===== src/rtl/multi_edge_pkg.sv =====
// Shared encodings for the multi-channel debounced edge detector.
// Holds the channel FSM state codes, the edge-select mode codes and a mode decode helper.
package multi_edge_pkg;

  localparam int unsigned CNT_W = 8;

  localparam logic [1:0] ST_IDLE_LOW     = 2'd0;
  localparam logic [1:0] ST_CONFIRM_HIGH = 2'd1;
  localparam logic [1:0] ST_IDLE_HIGH    = 2'd2;
  localparam logic [1:0] ST_CONFIRM_LOW  = 2'd3;

  typedef enum logic [1:0] {
    IDLE_LOW     = ST_IDLE_LOW,
    CONFIRM_HIGH = ST_CONFIRM_HIGH,
    IDLE_HIGH    = ST_IDLE_HIGH,
    CONFIRM_LOW  = ST_CONFIRM_LOW
  } state_e;

  localparam logic [1:0] MODE_NONE = 2'b00;
  localparam logic [1:0] MODE_RISE = 2'b01;
  localparam logic [1:0] MODE_FALL = 2'b10;
  localparam logic [1:0] MODE_BOTH = 2'b11;

  // True when the mode code enables the given edge direction.
  function automatic logic edge_enabled(input logic [1:0] mode, input logic rising);
    if (rising) return (mode == MODE_RISE) || (mode == MODE_BOTH);
    else        return (mode == MODE_FALL) || (mode == MODE_BOTH);
  endfunction

endpackage


===== src/rtl/edge_channel.sv =====
// One channel: input synchroniser, tick-gated debounce FSM with counter,
// edge pulse generation and sticky pending flag.
module edge_channel
  import multi_edge_pkg::*;
#(
  parameter int unsigned SYNC_STAGES     = 2,
  parameter int unsigned DEBOUNCE_CYCLES = 4
) (
  input  logic       clk,
  input  logic       reset,
  input  logic       sample_tick,
  input  logic       signal,
  input  logic [1:0] mode,
  input  logic       clr,
  output logic       level,
  output logic       outedge,
  output logic       pending
);

  localparam logic [CNT_W-1:0] DEB = CNT_W'(DEBOUNCE_CYCLES);

  logic [SYNC_STAGES-1:0] sync_q;
  logic                   sync_bit;
  state_e                 state_q, state_d;
  logic [CNT_W-1:0]       count_q, count_d, count_inc;
  logic                   level_d, outedge_d, pending_d;

  assign sync_bit = sync_q[SYNC_STAGES-1];

  always_ff @(posedge clk or negedge reset) begin
    if (!reset) begin
      sync_q  <= '0;
      state_q <= IDLE_LOW;
      count_q <= '0;
      level   <= 1'b0;
      outedge <= 1'b0;
      pending <= 1'b0;
    end else begin
      sync_q  <= {sync_q[SYNC_STAGES-2:0], signal};
      state_q <= state_d;
      count_q <= count_d;
      level   <= level_d;
      outedge <= outedge_d;
      pending <= pending_d;
    end
  end

  // Debounce: a level change is accepted after DEB consecutive ticks at the new value.
  always_comb begin
    state_d   = state_q;
    count_d   = count_q;
    count_inc = count_q + CNT_W'(1);
    if (sample_tick) begin
      case (state_q)
        IDLE_LOW: begin
          if (sync_bit) begin
            count_d = CNT_W'(1);
            state_d = (DEB == CNT_W'(1)) ? IDLE_HIGH : CONFIRM_HIGH;
          end
        end
        CONFIRM_HIGH: begin
          if (!sync_bit) begin
            state_d = IDLE_LOW;
            count_d = '0;
          end else if (count_inc == DEB) begin
            state_d = IDLE_HIGH;
            count_d = '0;
          end else begin
            count_d = count_inc;
          end
        end
        IDLE_HIGH: begin
          if (!sync_bit) begin
            count_d = CNT_W'(1);
            state_d = (DEB == CNT_W'(1)) ? IDLE_LOW : CONFIRM_LOW;
          end
        end
        CONFIRM_LOW: begin
          if (sync_bit) begin
            state_d = IDLE_HIGH;
            count_d = '0;
          end else if (count_inc == DEB) begin
            state_d = IDLE_LOW;
            count_d = '0;
          end else begin
            count_d = count_inc;
          end
        end
        default: begin
          state_d = IDLE_LOW;
          count_d = '0;
        end
      endcase
    end

    level_d   = (state_d == IDLE_HIGH) || (state_d == CONFIRM_LOW);
    outedge_d = (level_d && !level && edge_enabled(mode, 1'b1)) ||
                (!level_d && level && edge_enabled(mode, 1'b0));
    // A visible pulse outranks a concurrent clear.
    pending_d = outedge || (pending && !clr);
  end

endmodule


===== src/rtl/multi_edge_detector.sv =====
// Multi-channel debounced edge detector: one edge_channel per input bit
// plus a registered OR of all pending flags.
module multi_edge_detector
  import multi_edge_pkg::*;
#(
  parameter int unsigned CHANNELS        = 4,
  parameter int unsigned SYNC_STAGES     = 2,
  parameter int unsigned DEBOUNCE_CYCLES = 4
) (
  input  logic                  clk,
  input  logic                  reset,
  input  logic                  sample_tick,
  input  logic [CHANNELS-1:0]   signal,
  input  logic [2*CHANNELS-1:0] mode,
  input  logic [CHANNELS-1:0]   clr,
  output logic [CHANNELS-1:0]   level,
  output logic [CHANNELS-1:0]   outedge,
  output logic [CHANNELS-1:0]   pending,
  output logic                  any_pending
);

  for (genvar i = 0; i < int'(CHANNELS); i++) begin : g_ch
    edge_channel #(
      .SYNC_STAGES     (SYNC_STAGES),
      .DEBOUNCE_CYCLES (DEBOUNCE_CYCLES)
    ) u_ch (
      .clk         (clk),
      .reset       (reset),
      .sample_tick (sample_tick),
      .signal      (signal[i]),
      .mode        (mode[2*i +: 2]),
      .clr         (clr[i]),
      .level       (level[i]),
      .outedge     (outedge[i]),
      .pending     (pending[i])
    );
  end

  always_ff @(posedge clk or negedge reset) begin
    if (!reset) any_pending <= 1'b0;
    else        any_pending <= |pending;
  end

endmodule


===== config.mk =====
export PLATFORM = sky130hd
export DESIGN_NAME = multi_edge_detector
export DESIGN_NICKNAME = d
export VERILOG_FILES = /design/src/rtl/multi_edge_pkg.sv /design/src/rtl/edge_channel.sv /design/src/rtl/multi_edge_detector.sv
export SDC_FILE = /design/constraint.sdc
export NUM_CORES = 1
export LEC_CHECK = 0
export CAP_MARGIN = 20
export CORE_UTILIZATION = 40
export CTS_CLUSTER_DIAMETER = 200
export DETAILED_ROUTE_END_ITERATION = 16
export GPL_ROUTABILITY_DRIVEN = 0
export GPL_TIMING_DRIVEN = 0
export PLACE_DENSITY = 0.66
export SLEW_MARGIN = 20
export SYNTH_ARGS = -nofsm -noshare
export SYNTH_HDL_FRONTEND = slang
export SYNTH_SLANG_ARGS = --single-unit

===== constraint.sdc =====
create_clock -name clk -period 6.1 [get_ports clk]
set_input_delay 0.61 -clock clk [delete_from_list [all_inputs] [get_ports clk]]
set_output_delay 0.61 -clock clk [all_outputs]
set_load 0.02 [all_outputs]

==> metrics, run 1 <==
Post-Syn Nets 314; DRC errors left 0; cell types with the highest counts after synthesis 61 x dfrtp_1, 36 x o21ai_0, 22 x nand2_1; EDFF count, synth 0; Chip Height 87.9 µm; crit path capture type register; final non-filler cell area 0.00358 mm²; layout cells sized above 1 13.4%; GRT Residual Overflow 0; dpl hpwl 3820 µm; final sum of negative setup slack 0 ns; endpoints failing hold 0; Post-Syn Area 0.00295 mm²; status finished clean; vias 2,256; Hold Buf Count CTS 0; Initial Utilization 42.5%; antenna violations before repair 0; final worst path period need 2.28 ns; critical path endpoint g_ch[3].u_ch.count_q[3]; post-CTS clock slew at the launch and capture registers of the worst setup and hold paths 0.06 ns; Max Slew Vio Count 0; wirelength, routed 5570 µm; total leakage power 1.60 nW; Initial DRC Count 104; floorplan die width 87.9 µm; Worst Path Max Fanout 10; detailed-route wire length per cell 12.9 µm; Skew-Pair Late Insertion Delay 0.34 ns; Clock Sinks 61; Overall Global Routing Usage 16.5%; Synth Warn # 0; classification of the worst setup path primary input to register; Post-Syn Instances 291; maximum number of pins on one net before global-route repair 38; r2r startpoint g_ch[1].u_ch.count_q[0]; most common flop cell mapped by yosys dfrtp_1; Worst VDD drop 0.187 mV; ant diodes 0; launching instance or port of the critical path sample_tick; synthesis-to-finish area growth 21.3%; CTS tree built; share of flip-flops with an asynchronous set or reset 100%; post-synthesis average cell area 10.1 µm²; Min-Delay Path Class primary input to asynchronous set/reset pin; portion of synthesized cell area occupied by the leading cell type 51.8%; vias in the first global route 2,087; number of levels in the clock H-tree 3; post-route worst setup slack 3.82 ns; die footprint 0.00772 mm²; number of placed instances with taps included 419; power density over the cells 392 mW/mm²; Worst Tran Pin Value 0.745 ns; most area-consuming cells after synthesis dfrtp_1 52%, o21ai_0 6.1%, mux2_2 4.6%, nand3_1 3.2%, buf_4 3.1%; leading cell type by number of instances after synthesis dfrtp_1; Setup violations, final 0; number of buffers added by the clock tree synthesis step 9; required time worst endpoint 6.35 ns; Synth Register Bits 61; final cycle utilization of the critical path 37.4%; Worst Setup Start Kind primary input; post-cts sizing count 0; worst r2r path cells 6; Worst Clk Skew 0.0103 ns; setup repair after global routing missed its margin false; sequential-to-total area share from yosys stat 51.8%; relative slew slack 49.8%; row cnt 30; port bufs 31; nets 357; Worst R2R End g_ch[1].u_ch.outedge; library cell used as clock root buffer clkbuf_8; via count normalized by instance count 5.21; instance area at placement 0.00340 mm²; pre-CTS setup slack 3.49 ns; wire length of the first global-routing pass 9750 µm; Yosys cell types 37; number of max-cap violations 0; worst path arrival time 2.53 ns; cell type with the highest aggregate area in the netlist dfrtp_1; core region area 0.00694 mm²; power consumption 1.40 mW; post-detailed-route count of antenna-violating nets 0; peak clock frequency supported by timing 439 MHz; number of iterations in the first detailed-routing pass 4; number of non-filler instances in the completed layout 433; boundary pin count 32; Clock Path Buffers 2; Post-CTS Setup Repair Bufs 0; register-to-register setup slack 3.93 ns
## critical path, cell delays in order
cell and delay [ns]:
clkdlybuf4s50_1 0.50, buf_2 0.25, buf_1 0.36, clkbuf_1 0.42, nand4_1 0.17, o21ai_0 0.21
## worst min path at each step
stage | slack, ns | depth (start not counted) | from | to
global placement | 0.33 | 0 | g_ch[3].u_ch.sync_q[0] | g_ch[3].u_ch.sync_q[1]
CTS | 0.18 | 1 | reset | g_ch[2].u_ch.sync_q[1]
floorplan | 0.31 | 0 | reset | any_pending
detailed placement | 0.34 | 0 | g_ch[1].u_ch.sync_q[0] | g_ch[1].u_ch.sync_q[1]
global route | 0.18 | 1 | reset | g_ch[2].u_ch.sync_q[1]
finish | 0.17 | 1 | reset | g_ch[2].u_ch.sync_q[1]
## state kept, by name, indices dropped and copies added (netlist names)
register           count
g_ch.u_ch.level        4
g_ch.u_ch.state_q      8
g_ch.u_ch.count_q     32
g_ch.u_ch.outedge      4
g_ch.u_ch.sync_q       8
any_pending            1
g_ch.u_ch.pending      4
## layer usage
layer | share of wire (%) | track usage, % | vias up | routed length (µm)
li1 | - | - | 1120 | -
met1 | 50 | 23.2 | 1076 | 2790
met2 | 45 | 24.0 | 50 | 2480
met3 | 4.0 | 5.00 | 10 | 223
met4 | 1.4 | 6.26 | 0 | 80
met5 | 0 | 0 | - | 0
## cell usage in the layout (no fill, tap or decap), types with 5 or more instances in the layout
master           instances
clkdlybuf4s50_1         30
o31ai_1                 12
nand3_1                 19
a21oi_1                  9
nor2b_1                  6
buf_4                   13
xor2_1                   8
clkbuf_1                 7
and3_1                   7
o21ai_0                 36
nand2_1                 22
dfrtp_1                 61
mux2_2                  12
clkbuf_8                10
nand2b_1                 8
inv_1                    9
nor2_1                  15
nand4_1                  5
## through the flow
stage	util (%)	hold slack [ns]
floorplan	-	0.314
global placement	48.7	0.332
detailed placement	48.9	0.336
CTS	51.5	0.179
global route	51.5	0.182
finish	51.5	0.171
## cells by family after synthesis
family | count (synthesis) | share of synthesized area, %
xor gates and xnor gates | 10 | 2.97
DFF | 61 | 51.8
and+or+nand+nor | 96 | 16.6
buffers and inverters | 28 | 5.13
adders and majority gates | 4 | 1.70
AOI/OAI and AO/OA | 75 | 15.4
muxes | 17 | 6.45
## power by group
part,internal (mW),switching [mW],leakage [nW],total (mW)
logic,0.248,0.232,0.715,0.480
clock network,0.195,0.149,0.0923,0.344
registers,0.500,0.0803,0.788,0.580
total,0.943,0.461,1.60,1.40
## cell type report
cell class	instances	area (µm²)
multi-input cells	202	1270
clock buffers	12	145
flip-flops and latches	61	1530
plain buffers	19	118
fillers	637	3370
clock inverters	2	35.0
well taps	96	120
repair buffers	32	328
inverters	9	33.8
No activity file was read; power rests on OpenSTA's default activity.
==> run 2: changes to the inputs <==
clock period = 2.4 ns   (was 6.1 ns; I/O delays follow)
==> run 2 against run 1 <==
Compared with the run above: setup slack worse by 3.6 ns; final cell count rose by 0.23%; wire length fell by 0.25%; power rose to 2.5 times the previous value; clock skew is essentially flat; critical path depth is the same; critical endpoint is now g_ch[1].u_ch.outedge; register-to-register slack worse by 3.7 ns; via count is 0.71% higher; first-iteration DRC count up 7.7%; sequential cell count unchanged.
==> metrics, run 2 (same netlist as run 1, synthesis figures left out) <==
status finished clean; number of buffers added by the clock tree synthesis step 9 (unchanged); classification of the worst setup path register to register; Post-CTS Setup Repair Bufs 0 (unchanged); vias 2,272 (+0.71%); synthesis-to-finish area growth 21.6%; GRT Residual Overflow 0 (unchanged); Initial DRC Count 112 (+7.7%); Min-Delay Path Class primary input to asynchronous set/reset pin; post-detailed-route count of antenna-violating nets 0 (unchanged); final worst path period need 2.17 ns; Max Slew Vio Count 0 (unchanged); library cell used as clock root buffer clkbuf_8; ant diodes 0 (unchanged); Worst Path Max Fanout 5 (-5); vias in the first global route 2,090 (+0.14%); Overall Global Routing Usage 16.5% (+0.020 points); wirelength, routed 5550 µm (-0.25%); peak clock frequency supported by timing 460 MHz; number of levels in the clock H-tree 3 (unchanged); Chip Height 87.9 µm (unchanged); antenna violations before repair 0 (unchanged); DRC errors left 0 (unchanged); Worst Setup Start Kind register; number of max-cap violations 0 (unchanged); setup repair after global routing missed its margin false; Worst Clk Skew 0.0107 ns (+0.000356 ns); register-to-register setup slack 0.23 ns (-3.70 ns); port bufs 31 (unchanged); post-CTS clock slew at the launch and capture registers of the worst setup and hold paths 0.07 ns (about the same); Setup violations, final 0 (unchanged); number of flip-flops under the largest register name 32 (unchanged); boundary pin count 32 (unchanged); Initial Utilization 42.5% (unchanged); Clock Path Buffers 2 (unchanged); Worst VDD drop 0.475 mV (+150%); final cycle utilization of the critical path 90.6%; CTS tree built; number of iterations in the first detailed-routing pass 4 (unchanged); relative slew slack 49.8% (about the same); Worst Tran Pin Value 0.745 ns (+0.000400 ns); core region area 0.00694 mm² (unchanged); crit path capture type register; via count normalized by instance count 5.24 (+0.48%); detailed-route wire length per cell 12.8 µm (-0.48%); power density over the cells 996 mW/mm² (+150%); Skew-Pair Late Insertion Delay 0.34 ns (about the same); final core area utilization 51.7% (+0.14 points); Final Hold Slack 0.339 ns (+0.168 ns); maximum number of pins on one net before global-route repair 38 (unchanged); most common library cell in the layout ignoring fill and taps dfrtp_1; worst path arrival time 2.41 ns (-0.12 ns); dpl hpwl 3820 µm (unchanged); total leakage power 1.60 nW (+0.26%); floorplan die width 87.9 µm (unchanged); post-cts sizing count 0 (unchanged); wire length of the first global-routing pass 9760 µm (+0.14%); layout cells sized above 1 13.3% (-0.040 points); Hold Buf Count CTS 1 (+1); registers with the most flip-flops g_ch.u_ch.count_q: 32 flops, g_ch.u_ch.state_q: 8 flops, g_ch.u_ch.sync_q: 8 flops; endpoints failing hold 0 (unchanged); largest register by flop count g_ch.u_ch.count_q; nets 358 (+0.28%); top library cells by usage in the layout, fill and taps aside 61 x dfrtp_1, 36 x o21ai_0, 30 x clkdlybuf4s50_1; required time worst endpoint 2.63 ns (-3.72 ns); row cnt 30 (unchanged); die footprint 0.00772 mm² (unchanged); Clock Sinks 61 (unchanged)
[run 2: area by class of cell]
cell class	instances	area, µm²
Buffer	19	118
Clock buffer	12	145
Clock inverter	2	35.0
Fill cell	636	3360
Inverter	9	33.8
Multi-Input combinational cell	202	1270
Sequential cell	61	1530
Tap cell	96	120
Timing Repair Buffer	33	338
[run 2: path summary, 6_finish.rpt]
kind | start | endpoint | depth (start not counted)
max in group asynchronous | reset | g_ch[3].u_ch.count_q[5] | 3
setup reg to reg | g_ch[1].u_ch.count_q[0] | g_ch[1].u_ch.outedge | 6
hold reg to reg | g_ch[1].u_ch.sync_q[0] | g_ch[1].u_ch.sync_q[1] | 0
setup / recovery | g_ch[1].u_ch.count_q[0] | g_ch[1].u_ch.outedge | 6
hold / removal | reset | g_ch[2].u_ch.sync_q[1] | 2
min in group clk | signal[2] | g_ch[2].u_ch.sync_q[0] | 1
[run 2: report_power, final]
part           internal (mW)  total (mW)  switching, mW
combinational          0.632        1.22          0.589
clock                  0.496       0.877          0.382
sequential              1.27        1.47          0.204
[run 2: stage by stage]
step | std cells | setup slack, ns | power (mW) | instance area, µm² | TNS [ns]
5_1_grt | 434 | 0.0298 | 3.83 | 3590 | 0
3_3_place_gp | 418 | -0.891 | 2.68 | 3380 | -54.15
6_report | 434 | 0.226 | 3.57 | 3590 | 0
3_5_place_dp | 419 | 0.158 | 2.72 | 3400 | 0
4_1_cts | 434 | 0.222 | 3.61 | 3590 | 0
2_1_floorplan | 291 | 0.472 | 2.30 | 2950 | 0
[run 2: layer usage]
| layer | track usage (%) | part of all wire [%] |
|---|---|---|
| met3 | 5.00 | 4.5 |
| met1 | 23.2 | 50 |
| met5 | 0 | 0 |
| met2 | 24.0 | 44 |
| met4 | 6.26 | 1.6 |
[run 2: worst max-delay path, stage by stage, from the launching register on]
cell	delay [ns]
dfrtp_1	0.42
ha_1	0.22
nand2b_1	0.07
or3_1	0.33
nor4_1	0.38
mux2_2	0.41
mux2i_1	0.24
==> run 3: changes to the inputs <==
clock period = 2.8 ns   (was 2.4 ns; I/O delays follow)
==> results of run 3 <==
The final DEF is identical to that of run 2. Status: finished clean.
Main changes from that run: setup slack after placement 0.158 ns -> 0.518 ns; setup slack after layout 0.226 ns -> 0.626 ns; hold slack 0.339 ns -> 0.348 ns; register-to-register setup slack 0.23 ns -> 0.63 ns; total power 3.57 mW -> 3.06 mW; worst IR drop on VDD 0.475 mV -> 0.407 mV
